--- config.mk ---
export PLATFORM = sky130hd
export DESIGN_NAME = lmc_microwire_rx_flat
export DESIGN_NICKNAME = d
export VERILOG_FILES = /design/src/rtl/lmc_pkg.sv /design/src/rtl/lmc_microwire_rx_if.sv /design/src/rtl/lmc_atten.sv /design/src/rtl/lmc_microwire_rx.sv /design/src/flat_wrapper.sv
export SDC_FILE = /design/constraint.sdc
export NUM_CORES = 1
export LEC_CHECK = 0
export ABC_AREA = 1
export BUFFER_PORTS_ARGS = -buffer_cell sky130_fd_sc_hd__buf_2
export CAP_MARGIN = 15
export CORE_MARGIN = 10
export CORE_UTILIZATION = 55
export DETAILED_ROUTE_END_ITERATION = 10
export PLACE_DENSITY = 0.74
export SYNTH_ARGS = -nofsm -noshare
export SYNTH_HDL_FRONTEND = slang
export SYNTH_HIERARCHICAL = 1
export SYNTH_SLANG_ARGS = --single-unit
--- constraint.sdc ---
create_clock -name clk32 -period 5.8 [get_ports clk32]
set_input_delay 0.29 -clock clk32 [delete_from_list [all_inputs] [get_ports clk32]]
set_output_delay 0.29 -clock clk32 [all_outputs]
set_load 0.005 [all_outputs]
--- src/rtl/lmc_pkg.sv ---
// rtl/lmc_pkg.sv - LMC1992 register map, limits, reset defaults and attenuation table
package lmc_pkg;

  localparam logic [2:0] REG_MIXER  = 3'd0;
  localparam logic [2:0] REG_BASS   = 3'd1;
  localparam logic [2:0] REG_TREBLE = 3'd2;
  localparam logic [2:0] REG_MASTER = 3'd3;
  localparam logic [2:0] REG_RVOL   = 3'd4;
  localparam logic [2:0] REG_LVOL   = 3'd5;

  localparam logic [5:0] MAX_MASTER = 6'd40;
  localparam logic [4:0] MAX_CHAN   = 5'd20;
  localparam logic [3:0] MAX_TONE   = 4'd12;

  localparam logic [5:0] RST_MASTER = 6'd40;
  localparam logic [4:0] RST_CHAN   = 5'd20;
  localparam logic [3:0] RST_TONE   = 4'd6;
  localparam logic [1:0] RST_MIXER  = 2'd1;
  localparam logic [7:0] AUDIO_MID  = 8'h80;

  typedef enum logic [1:0] {ST_IDLE, ST_SHIFT, ST_DECODE} rx_state_e;

  typedef struct packed {
    logic [5:0] master;
    logic [4:0] lvol;
    logic [4:0] rvol;
    logic [3:0] bass;
    logic [3:0] treble;
    logic [1:0] mixer;
  } lmc_regs_t;

  localparam lmc_regs_t REGS_RESET = '{master: RST_MASTER, lvol: RST_CHAN, rvol: RST_CHAN,
                                       bass: RST_TONE, treble: RST_TONE, mixer: RST_MIXER};

  // Gain per 2 dB step: round(256 * 10^(-k/10)); everything past step 27 rounds to zero.
  function automatic logic [8:0] gain_lookup(input logic [5:0] k);
    logic [8:0] g;
    case (k)
      6'd0:  g = 9'd256;
      6'd1:  g = 9'd203;
      6'd2:  g = 9'd162;
      6'd3:  g = 9'd128;
      6'd4:  g = 9'd102;
      6'd5:  g = 9'd81;
      6'd6:  g = 9'd64;
      6'd7:  g = 9'd51;
      6'd8:  g = 9'd41;
      6'd9:  g = 9'd32;
      6'd10: g = 9'd26;
      6'd11: g = 9'd20;
      6'd12: g = 9'd16;
      6'd13: g = 9'd13;
      6'd14: g = 9'd10;
      6'd15: g = 9'd8;
      6'd16: g = 9'd6;
      6'd17: g = 9'd5;
      6'd18: g = 9'd4;
      6'd19: g = 9'd3;
      6'd20: g = 9'd3;
      6'd21: g = 9'd2;
      6'd22: g = 9'd2;
      6'd23, 6'd24, 6'd25, 6'd26, 6'd27: g = 9'd1;
      default: g = 9'd0;
    endcase
    return g;
  endfunction

endpackage

--- src/rtl/lmc_microwire_rx_if.sv ---
// rtl/lmc_microwire_rx_if.sv - microwire link signals between the shifter and the LMC1992
interface lmc_microwire_rx_if;
  logic mw_stb;
  logic mw_clk;
  logic mw_data;
  logic mw_done;

  modport master (output mw_stb, output mw_clk, output mw_data, output mw_done);
  modport slave  (input  mw_stb, input  mw_clk, input  mw_data, input  mw_done);
endinterface

--- src/rtl/lmc_atten.sv ---
// rtl/lmc_atten.sv - one audio channel: step/gain lookup then 2-stage signed multiply
module lmc_atten
  import lmc_pkg::*;
(
  input  logic       clk32,
  input  logic       resb,
  input  logic [7:0] audio_i,
  input  logic [5:0] master_vol_i,
  input  logic [4:0] chan_vol_i,
  output logic [7:0] audio_o
);

  logic [5:0]        step;
  logic signed [7:0] s_q;
  logic [8:0]        g_q;
  logic [7:0]        out_q;
  logic signed [15:0] prod;
  logic [7:0]        prod_unused_lo;
  logic [7:0]        scaled;

  // Volume registers are always clamped, so neither subtraction can underflow.
  assign step = (MAX_MASTER - master_vol_i) + {1'b0, MAX_CHAN - chan_vol_i};

  assign prod = s_q * $signed({1'b0, g_q});
  assign {scaled, prod_unused_lo} = prod;

  always_ff @(posedge clk32 or negedge resb) begin
    if (!resb) begin
      s_q   <= '0;
      g_q   <= 9'd256;
      out_q <= AUDIO_MID;
    end else begin
      s_q   <= $signed({~audio_i[7], audio_i[6:0]});
      g_q   <= gain_lookup(step);
      out_q <= {~scaled[7], scaled[6:0]};
    end
  end

  assign audio_o = out_q;

endmodule

--- src/rtl/lmc_microwire_rx.sv ---
// rtl/lmc_microwire_rx.sv - LMC1992 microwire receiver, register file and stereo attenuator
module lmc_microwire_rx
  import lmc_pkg::*;
#(
  parameter logic [1:0] ADDR_CODE = 2'b10,
  parameter int         CMD_BITS  = 11
) (
  input  logic                      clk32,
  input  logic                      resb,
  lmc_microwire_rx_if.slave         mw,
  input  logic [7:0]                audio_in_left,
  input  logic [7:0]                audio_in_right,
  output logic [7:0]                audio_out_left,
  output logic [7:0]                audio_out_right,
  output logic [5:0]                master_vol,
  output logic [4:0]                left_vol,
  output logic [4:0]                right_vol,
  output logic [3:0]                bass,
  output logic [3:0]                treble,
  output logic [1:0]                mixer,
  output logic                      cmd_err
);

  rx_state_e  state_q, state_d;
  logic       stb_q;
  logic [10:0] sr_q, sr_d;
  logic [3:0] cnt_q, cnt_d;
  lmc_regs_t  regs_q, regs_d;
  logic       cmd_err_q, cmd_err_d;
  logic       bit_valid, bit_end;
  logic [5:0] d;

  // Bits are sampled one clk32 after the strobe so mw_clk/mw_data have settled.
  assign bit_valid = stb_q & mw.mw_clk;
  assign bit_end   = stb_q & ~mw.mw_clk;
  assign d         = sr_q[5:0];

  always_ff @(posedge clk32 or negedge resb) begin
    if (!resb) begin
      state_q   <= ST_IDLE;
      stb_q     <= 1'b0;
      sr_q      <= '0;
      cnt_q     <= '0;
      regs_q    <= REGS_RESET;
      cmd_err_q <= 1'b0;
    end else begin
      state_q   <= state_d;
      stb_q     <= mw.mw_stb;
      sr_q      <= sr_d;
      cnt_q     <= cnt_d;
      regs_q    <= regs_d;
      cmd_err_q <= cmd_err_d;
    end
  end

  always_comb begin
    state_d   = state_q;
    sr_d      = sr_q;
    cnt_d     = cnt_q;
    regs_d    = regs_q;
    cmd_err_d = 1'b0;
    case (state_q)
      ST_IDLE: begin
        if (bit_valid) begin
          sr_d    = {sr_q[9:0], mw.mw_data};
          cnt_d   = 4'd1;
          state_d = ST_SHIFT;
        end
      end
      ST_SHIFT: begin
        if (bit_valid) begin
          sr_d  = {sr_q[9:0], mw.mw_data};
          cnt_d = (cnt_q == 4'd15) ? 4'd15 : cnt_q + 4'd1;
        end
        if (bit_end || mw.mw_done) state_d = ST_DECODE;
      end
      ST_DECODE: begin
        state_d = ST_IDLE;
        cnt_d   = '0;
        if (cnt_q == 4'(CMD_BITS) && sr_q[10:9] == ADDR_CODE) begin
          case (sr_q[8:6])
            REG_MIXER:  regs_d.mixer  = d[1:0];
            REG_BASS:   regs_d.bass   = (d[3:0] > MAX_TONE) ? MAX_TONE : d[3:0];
            REG_TREBLE: regs_d.treble = (d[3:0] > MAX_TONE) ? MAX_TONE : d[3:0];
            REG_MASTER: regs_d.master = (d > MAX_MASTER) ? MAX_MASTER : d;
            REG_RVOL:   regs_d.rvol   = (d[4:0] > MAX_CHAN) ? MAX_CHAN : d[4:0];
            REG_LVOL:   regs_d.lvol   = (d[4:0] > MAX_CHAN) ? MAX_CHAN : d[4:0];
            default:    regs_d        = regs_q;
          endcase
        end else begin
          cmd_err_d = 1'b1;
        end
      end
      default: state_d = ST_IDLE;
    endcase
  end

  lmc_atten u_atten_left (
    .clk32        (clk32),
    .resb         (resb),
    .audio_i      (audio_in_left),
    .master_vol_i (regs_q.master),
    .chan_vol_i   (regs_q.lvol),
    .audio_o      (audio_out_left)
  );

  lmc_atten u_atten_right (
    .clk32        (clk32),
    .resb         (resb),
    .audio_i      (audio_in_right),
    .master_vol_i (regs_q.master),
    .chan_vol_i   (regs_q.rvol),
    .audio_o      (audio_out_right)
  );

  assign master_vol = regs_q.master;
  assign left_vol   = regs_q.lvol;
  assign right_vol  = regs_q.rvol;
  assign bass       = regs_q.bass;
  assign treble     = regs_q.treble;
  assign mixer      = regs_q.mixer;
  assign cmd_err    = cmd_err_q;

endmodule

--- src/flat_wrapper.sv ---
// flat-port wrapper written by rule: the top's interface ports become plain ports
module lmc_microwire_rx_flat import lmc_pkg::*;
#(
  parameter logic [1:0] ADDR_CODE = 2'b10,
  parameter int         CMD_BITS  = 11
)
  (clk32, resb, audio_in_left, audio_in_right, audio_out_left, audio_out_right, master_vol, left_vol, right_vol, bass, treble, mixer, cmd_err, mw_mw_stb, mw_mw_clk, mw_mw_data, mw_mw_done);
  lmc_microwire_rx_if mw_i ();
  input  logic clk32;
  input  logic resb;
  input  logic [7:0] audio_in_left;
  input  logic [7:0] audio_in_right;
  output logic [7:0] audio_out_left;
  output logic [7:0] audio_out_right;
  output logic [5:0] master_vol;
  output logic [4:0] left_vol;
  output logic [4:0] right_vol;
  output logic [3:0] bass;
  output logic [3:0] treble;
  output logic [1:0] mixer;
  output logic cmd_err;
  input wire logic [$bits(mw_i.mw_stb)-1:0] mw_mw_stb;
  input wire logic [$bits(mw_i.mw_clk)-1:0] mw_mw_clk;
  input wire logic [$bits(mw_i.mw_data)-1:0] mw_mw_data;
  input wire logic [$bits(mw_i.mw_done)-1:0] mw_mw_done;
  assign mw_i.mw_stb = mw_mw_stb;
  assign mw_i.mw_clk = mw_mw_clk;
  assign mw_i.mw_data = mw_mw_data;
  assign mw_i.mw_done = mw_mw_done;
  lmc_microwire_rx #(.ADDR_CODE(ADDR_CODE), .CMD_BITS(CMD_BITS)) u_core (.clk32(clk32), .resb(resb), .mw(mw_i), .audio_in_left(audio_in_left), .audio_in_right(audio_in_right), .audio_out_left(audio_out_left), .audio_out_right(audio_out_right), .master_vol(master_vol), .left_vol(left_vol), .right_vol(right_vol), .bass(bass), .treble(treble), .mixer(mixer), .cmd_err(cmd_err));
endmodule
==> results of run 1 <==
-- per-stage QoR --
stage | hold slack (ns) | setup WS, ns | area, um^2 | instances | power, W
floorplan | -0.00559 | 2.01 | 9490 | 1217 | 0.00103
global placement | 0.230 | 1.87 | 9900 | 1464 | 0.00113
detailed placement | 0.230 | 1.83 | 9900 | 1464 | 0.00114
CTS | 0.0302 | 1.79 | 10200 | 1481 | 0.00171
global route | 0.0327 | 1.54 | 10200 | 1481 | 0.00180
finish | 0.0364 | 1.79 | 10200 | 1482 | 0.00170
-- worst max-delay path by stage --
stage / start / to / slack (ns) / cells after the start
after floorplan: u_core/u_atten_left/g_q[2] / u_core/u_atten_left/audio_o[6] / 2.01 / 15
after global placement: u_core/u_atten_right/s_q[7] / u_core/u_atten_right/audio_o[5] / 1.87 / 16
after detailed placement: u_core/u_atten_left/s_q[7] / u_core/u_atten_left/audio_o[7] / 1.83 / 15
after CTS: u_core/u_atten_left/g_q[0] / u_core/u_atten_left/audio_o[7] / 1.79 / 16
after global routing: u_core/u_atten_right/g_q[3] / u_core/u_atten_right/audio_o[6] / 1.54 / 15
final: u_core/u_atten_left/g_q[0] / u_core/u_atten_left/audio_o[7] / 1.79 / 16
-- cells by family (layout without fill, tap and decap cells) --
family / after synthesis / after routing / synth area share (%)
and+or+nand+nor: 461 / 461 / 20.2
buffers and inverters: 321 / 365 / 13.3
AOI/OAI and AO/OA: 125 / 125 / 7.01
xor gates and xnor gates: 23 / 23 / 2.28
other: 0 / 1 / 0
adders and majority gates: 192 / 192 / 31.9
DFF: 95 / 95 / 25.2
-- flip-flops by register name, indices dropped and copies added (netlist names), 2 cells and up --
name                          flops
u_core/mixer                      2
u_core/master_vol                 6
u_core/u_atten_left/g_q           9
u_core/u_atten_right/audio_o      8
u_core/right_vol                  5
u_core/u_atten_right/g_q          9
u_core/cnt_q                      4
u_core/treble                     4
u_core/left_vol                   5
u_core/state_q                    2
u_core/sr_q                      11
u_core/u_atten_left/s_q           8
u_core/u_atten_left/audio_o       8
u_core/bass                       4
u_core/u_atten_right/s_q          8
-- area by class of cell --
| class | instances | share of cell area, % |
|---|---|---|
| Antenna cell | 1 | 0.0245 |
| Clock buffer | 9 | 2.21 |
| Clock inverter | 7 | 0.516 |
| Inverter | 282 | 10.4 |
| Multi-Input combinational cell | 801 | 57.2 |
| Sequential cell | 95 | 23.5 |
| Tap cell | 220 | 2.70 |
| Timing Repair Buffer | 67 | 3.41 |
-- layer usage --
| metal | global-route usage (%) | wire [um] | part of all wire (%) | vias up |
|---|---|---|---|---|
| li1 | - | - | - | 3724 |
| met1 | 23.0 | 8820 | 47 | 3349 |
| met2 | 29.1 | 8850 | 47 | 166 |
| met3 | 3.55 | 1040 | 5.5 | 18 |
| met4 | 4.72 | 222 | 1.2 | 2 |
| met5 | 0 | 13 | 0.069 | - |
-- Yosys cell counts (17+ instances only) --
cell type	n	area share [%]
sky130_fd_sc_hd__nor2_1	78	3.1
sky130_fd_sc_hd__o21ai_0	34	1.8
sky130_fd_sc_hd__dfrtp_1	80	21
sky130_fd_sc_hd__ha_1	108	14
sky130_fd_sc_hd__a21oi_1	47	2.5
sky130_fd_sc_hd__inv_1	273	11
sky130_fd_sc_hd__o21ai_1	31	1.6
sky130_fd_sc_hd__nand2_1	314	12
sky130_fd_sc_hd__clkbuf_1	26	1.0
sky130_fd_sc_hd__nand3_1	32	1.7
sky130_fd_sc_hd__fa_1	84	18
sky130_fd_sc_hd__xor2_1	17	1.6
-- power by group through the flow --
| stage | logic, W | clock network, W | registers, W |
|---|---|---|---|
| 2_1_floorplan | 0.000254 | 0 | 0.000776 |
| 5_1_grt | 0.000380 | 0.000611 | 0.000812 |
| 3_5_place_dp | 0.000327 | 0 | 0.000810 |
| 3_3_place_gp | 0.000317 | 0 | 0.000810 |
| 4_1_cts | 0.000330 | 0.000584 | 0.000798 |
| 6_report | 0.000327 | 0.000571 | 0.000800 |
==> impl_summary.md, run 1 <==
Timing
The number of hold violations in the final report is 0. The transition at the pin with the smallest max-transition slack is 0.833 ns. The worst-case headroom to the max-slew limit is 44.5%. Setup repair after global routing left no endpoint under its margin. After layout, the worst path uses 69.1% of the clock period. The highest clock frequency the design can meet is 250 MHz. Setup violations remaining at the end of the flow were counted as 0. The total negative slack is 0 ns.

The clock arrives with about 0.011 ns of skew. The number of pins exceeding their max-slew limit in the final report came to 0. The clock period could shrink to roughly 4.0 ns.

Logic synthesis
The synthesized netlist occupies a cell area of 9490 um^2. The Yosys step of the flow raised 6 warnings. In the synthesized netlist the dominant register cell turns out to be sky130_fd_sc_hd__dfrtp_1.

Synthesis produced a netlist whose cell count is roughly 1200. After synthesis, flip-flops and latches occupy 25.2% of the total area. In the synthesized netlist the async set-or-reset flop fraction comes to 100%. The post-synthesis cell type count is 36. The number of synthesized register bits is 95.

The post-synthesis average cell area is 7.80 um^2. The number of nets handed over by synthesis was between 1000 and 1500. The number of enable-type register cells in the synthesized netlist is 0.

Clocking
The maximum count of clock buffers along a single path is 2. Once the clock tree was built, the setup fixing pass inserted 0 buffers. The number of hold buffers added after CTS was 1. Post-CTS repair changed the size of 0 cells. The CTS buffer count is 9. Clock-pin slew was measured on the worst setup and hold paths at around 0.070 ns. The root buffer cell chosen for the clock tree is sky130_fd_sc_hd__clkbuf_16. The clock latency of the later-clocked register in the worst-skew pair is 0.36 ns. TritonCTS built the clock tree. The H-tree was split into 3 levels. The clock net in this run drives a total of 95 sinks.

Critical path
The worst reg2reg path endpoint is u_core/u_atten_left/audio_o[7]. For flop-to-flop paths, the worst setup slack is 1.79 ns. The critical-path cell with the highest stage delay is sky130_fd_sc_hd__fa_1. In this run the critical register-to-register path is launched from u_core/u_atten_left/g_q[0].

The delay of the slowest cell on the worst path is 0.54 ns. The worst reg-to-reg path cell count is 16. STA puts the critical path data required time at 6.09 ns. The critical path buffer and inverter count is 4. Broken down by cell family, the worst path's largest delay share belongs to adder cells. For the worst setup path, the data arrival time is around 4.3 ns. The critical path in this run is classified as reg2reg. STA classifies the critical path startpoint as a flip-flop.

The critical path goes through inv_1, nand2_1, fa_1, inv_1, fa_1, fa_1, inv_1, fa_1, inv_1, ha_1, a21oi_1, o21ai_1, a21oi_1, nand2_1, nand2_1, nand2_1. Of all nets on the critical path, the largest fanout is 6. The worst setup path is captured at a flip-flop.

GRT
After global routing the overflow that remains totals 0. Entering global routing, the biggest net connects 68 pins. The first global-routing pass estimated 33100 um of wire. Global routing used 17.6% of the available tracks across all layers. The number of global-route vias before repair came to 7257.

The number of antenna violations at the first check in global routing is 2.

Power
The internal portion of total power is 0.00113 W. IR analysis of the VDD net gives a maximum drop of just under 0.0002 V. The power density over the cells is 167 nW/um^2. Summed over all cells, the static leakage comes to 6.21 nW. The clock network accounts for 33.6% of the total power. The power spent charging and discharging nets is 0.000571 W. Combinational logic is responsible for 19.3% of the overall power. Registers are responsible for 47.1% of the overall power. The switching share of power is 33.6%.

Worst hold path
The path type of the worst min-delay path is in2reg. The end of the worst hold path is u_core/u_atten_right/s_q[0]. Counting instances, the worst hold path has a depth of 1. The startpoint of the tightest hold check path is audio_in_right[0].

Drt
The detail-routed via count per cell is 4.90. For this block, the routed nets add up to 18900 um of wire. The first TritonRoute pass finished after 5 iterations. The routed length per placed instance is 12.8 um. Detailed routing inserted a total of 7259 vias.

The number of antenna-violating nets in the routed design is 0. After the first detailed-routing iteration, the DRC count stood at around 410. The DRC violation count after routing is 0.

Floorplan
From bottom edge to top edge, the die measures 151 um. The die span in x is 151 um. The die covers 22900 um^2.

65 I/O pins were placed. The floorplan core area is 16800 um^2. Once the floorplan was initialized, standard cells occupied between 50% and 60% of the core. The site row count is 47.

Outcome
The flow ran to the end, and the final reports show no timing, DRC or antenna violations.

Cells and area
Leaving out fill and tap cells, the most frequent cell in the layout is sky130_fd_sc_hd__nand2_1. In the layout the commonest cells are 314 x sky130_fd_sc_hd__nand2_1, 273 x sky130_fd_sc_hd__inv_1, 108 x sky130_fd_sc_hd__ha_1. The final layout contains 1470 nets. Measured on the finished design, the core utilization comes to 60.8%. Counting the fill cells in the layout gives 1475.

The combined area of the multi-input logic cells is 5840 um^2. Cells with a size suffix above 1 make up 10.9% of the layout. From synthesis to final layout, the design area changed by 7.38%.

The sequential cells in the finished layout cover a total of 2400 um^2.

Flow run
The count of maximum capacitance violations is 0.

Placed design
After legalization and detailed placement, the total HPWL measured 15400 um. The routability congestion estimate from global placement is a little over 0.9. The number of buffers inserted by port buffering is 64.
(Power assumes the default switching activity.)
==> inputs of run 2 (changes only) <==
- clock period: 5.8 -> 3.8 ns (I/O delays scaled with it)
==> impl_summary.md, run 2 (same netlist as run 1, synthesis figures left out) <==
Timing
The worst path needs ~3.7 ns of the cycle, external delays included. The transition at the pin with the smallest max-transition slack is 0.789 ns. Setup repair after global routing could not meet its margin everywhere. The worst-case headroom to the max-slew limit is 47.4%. The final period utilization is between 90% and 100%.

Static timing analysis puts the maximum clock frequency at roughly 270 MHz. The number of hold violations in the final report was 0. The number of pins exceeding their max-slew limit in the final report is 0.

Setup violations remaining at the end of the flow were counted as 0. Clock skew on the completed layout was measured at roughly 0.012 ns.

Critical path
The data required time at the worst endpoint is 4.04 ns. The category of the worst setup path launch point is a flip-flop. The worst register-to-register path ends at u_core/u_atten_left/audio_o[5]. The reg-to-reg startpoint is u_core/u_atten_left/s_q[2]. Data on the critical path arrives at its endpoint at 3.93 ns. The worst reg-to-reg path cell count is 16. The largest driver fanout on the critical path is 5. The critical path endpoint is u_core/u_atten_left/audio_o[5]. The worst setup path is captured at a flip-flop.

The critical path is of the reg2reg type. The worst setup path startpoint is u_core/u_atten_left/s_q[2]. The setup check on the worst reg-to-reg path leaves a slack of 0.11 ns.

Placed design
The number of buffers inserted by port buffering is 64. The number of cells after detailed placement is between 1500 and 2000. The HPWL after detailed placement is 15600 um. The routability congestion estimate from global placement is 0.887. The post-detailed-placement cell area is 10300 um^2.

GRT
The global-route wire length before repair is 33900 um. The number of global-route vias before repair is ~7400. The number of antenna violations at the first check in global routing came to 0. Entering global routing, the biggest net connects 64 pins. The total overflow left after global routing is 0. The overall track demand over capacity in global routing is between 10% and 20%.

Clocking
TritonCTS built the clock tree. The level count of the clock H-tree is 3. The number of clock sinks is 95. At the later pin of the worst-skew pair, clock insertion delay measures 0.35 ns.

The CTS buffer count is 9. After clock tree synthesis, the clock-pin slew on the worst setup and hold paths is approximately 0.070 ns. The maximum count of clock buffers along a single path is 2.

The tree is rooted in a sky130_fd_sc_hd__clkbuf_16.

Cells and area
The total inserted antenna cells is 0. The number of non-filler instances in the completed layout is 1561. In the final layout, the multi-input gates occupy 6270 um^2.

The top cell types in the final layout, fill and taps aside, are 302 x sky130_fd_sc_hd__nand2_1, 261 x sky130_fd_sc_hd__inv_1, 94 x sky130_fd_sc_hd__ha_1. From synthesis to final layout, the design area changed by 19.0%. The library cell used most frequently in the layout, excluding fill and tap cells, is sky130_fd_sc_hd__nand2_1. The register with the most flip-flops in the final layout is u_core/sr_q.

In the final layout, the registers with the most flip-flops are u_core/sr_q (11), u_core/u_atten_left/g_q (9), u_core/u_atten_right/g_q (9). The final layout net count is 1550. Across the whole layout, storage elements account for 2420 um^2. The number of flip-flops in the largest register is 11. The filler cell count is 1357. The final non-filler cell area is about 11000 um^2. The post-route netlist has 22.1% of its cells at a drive strength greater than 1.

Floorplan
The die is 151 um tall. The effective utilization at floorplan is a little under three fifths. The number of top-level pins is 65. The site row count is 47. The die covers 22900 um^2. The die span in x is 151 um. The region available for standard cell placement spans 16800 um^2.

Drt
After detailed routing, the total wire length is 20200 um. The via count of the routed design is 7657. Using the TritonRoute via totals, the vias-per-cell ratio works out to 4.91.

In this run the remaining antenna-violating nets after routing total 0. The first routing iteration left 433 violations. After detailed routing, the number of remaining DRC violations is 0. The length of the first detailed-routing pass in iterations is 5. The routed length per placed instance is about 13 um.

Power
The maximum vdd drop is 0.000254 V. In this run the power density over the cells is 235 nW/um^2. In this run the static leakage power is between 6 and 7 nW.

Flow run
The tool flagged a number of max-cap violations equal to 0.

Outcome
The run finished with clean final reports.

Worst hold path
The worst hold path was traced through 3 stages. The path type of the worst min-delay path is in2reg.
run 2: critical path, stage by stage, from the launching register on:
cell,delay [ns]
sky130_fd_sc_hd__dfrtp_2,0.45
sky130_fd_sc_hd__nand2_2,0.09
sky130_fd_sc_hd__inv_2,0.04
sky130_fd_sc_hd__fa_1,0.45
sky130_fd_sc_hd__fa_1,0.52
sky130_fd_sc_hd__fa_1,0.54
sky130_fd_sc_hd__inv_1,0.05
sky130_fd_sc_hd__fa_1,0.53
sky130_fd_sc_hd__inv_1,0.06
sky130_fd_sc_hd__ha_4,0.31
sky130_fd_sc_hd__nand2_4,0.09
sky130_fd_sc_hd__nor2_4,0.12
sky130_fd_sc_hd__nand4_1,0.11
sky130_fd_sc_hd__nand3_2,0.09
sky130_fd_sc_hd__nand2_1,0.05
sky130_fd_sc_hd__inv_1,0.05
sky130_fd_sc_hd__nor2_1,0.03
run 2: how the worst min path moves through the flow:
stage / startpoint / endpoint / slack, ns
2_1_floorplan: resb / u_core/bass[0] / -0.11
3_3_place_gp: audio_in_right[1] / u_core/u_atten_right/s_q[1] / 0.30
3_5_place_dp: audio_in_left[1] / u_core/u_atten_left/s_q[1] / 0.30
4_1_cts: mw_mw_data / u_core/sr_q[0] / 0.07
5_1_grt: mw_mw_data / u_core/sr_q[0] / 0.08
6_report: mw_mw_data / u_core/sr_q[0] / 0.08
run 2: metal layers:
layer	share of wire (%)	track usage, %
met5	0	0
met4	1.2	4.09
met3	5.2	3.61
met2	48	29.6
met1	45	23.8
run 2: power by group:
| group | internal [W] | leakage (nW) | switching, W |
|---|---|---|---|
| Clock | 0.000446 | 0.130 | 0.000402 |
| Sequential | 0.00111 | 1.16 | 0.000113 |
| Combinational | 0.000221 | 5.32 | 0.000367 |
| Total | 0.00177 | 6.61 | 0.000881 |
run 2: per-stage QoR:
step	setup slack, ns	utilization, %	hold WS, ns	power, W	setup TNS, ns
after CTS	0.000912	64.7	0.0725	0.00263	0
after detailed placement	-0.0802	61.4	0.299	0.00175	-0.347
final	0.109	67.4	0.0794	0.00265	0
after global routing	-0.0575	67.4	0.0849	0.00281	-0.225
after floorplan	0.0103	-	-0.106	0.00157	0
after global placement	-0.0840	61.4	0.298	0.00174	-0.145
run 2: area by class of cell:
| class | instances | share of cell area (%) |
|---|---|---|
| clock inverter | 5 | 0.310 |
| sequential | 95 | 21.4 |
| inverter | 282 | 9.37 |
| tap | 220 | 2.44 |
| multi-input combinational | 801 | 55.5 |
| timing repair buffer | 147 | 8.91 |
| clock buffer | 11 | 2.06 |
run 2: timing repair:
action / in CTS / in global routing
resized for setup: 18 / 100
setup endpoints to repair: 10 / 14
hold endpoints to repair: 67 / 0
pin swaps: 7 / 68
setup buffers: 4 / 8
hold buffers: 18 / 0
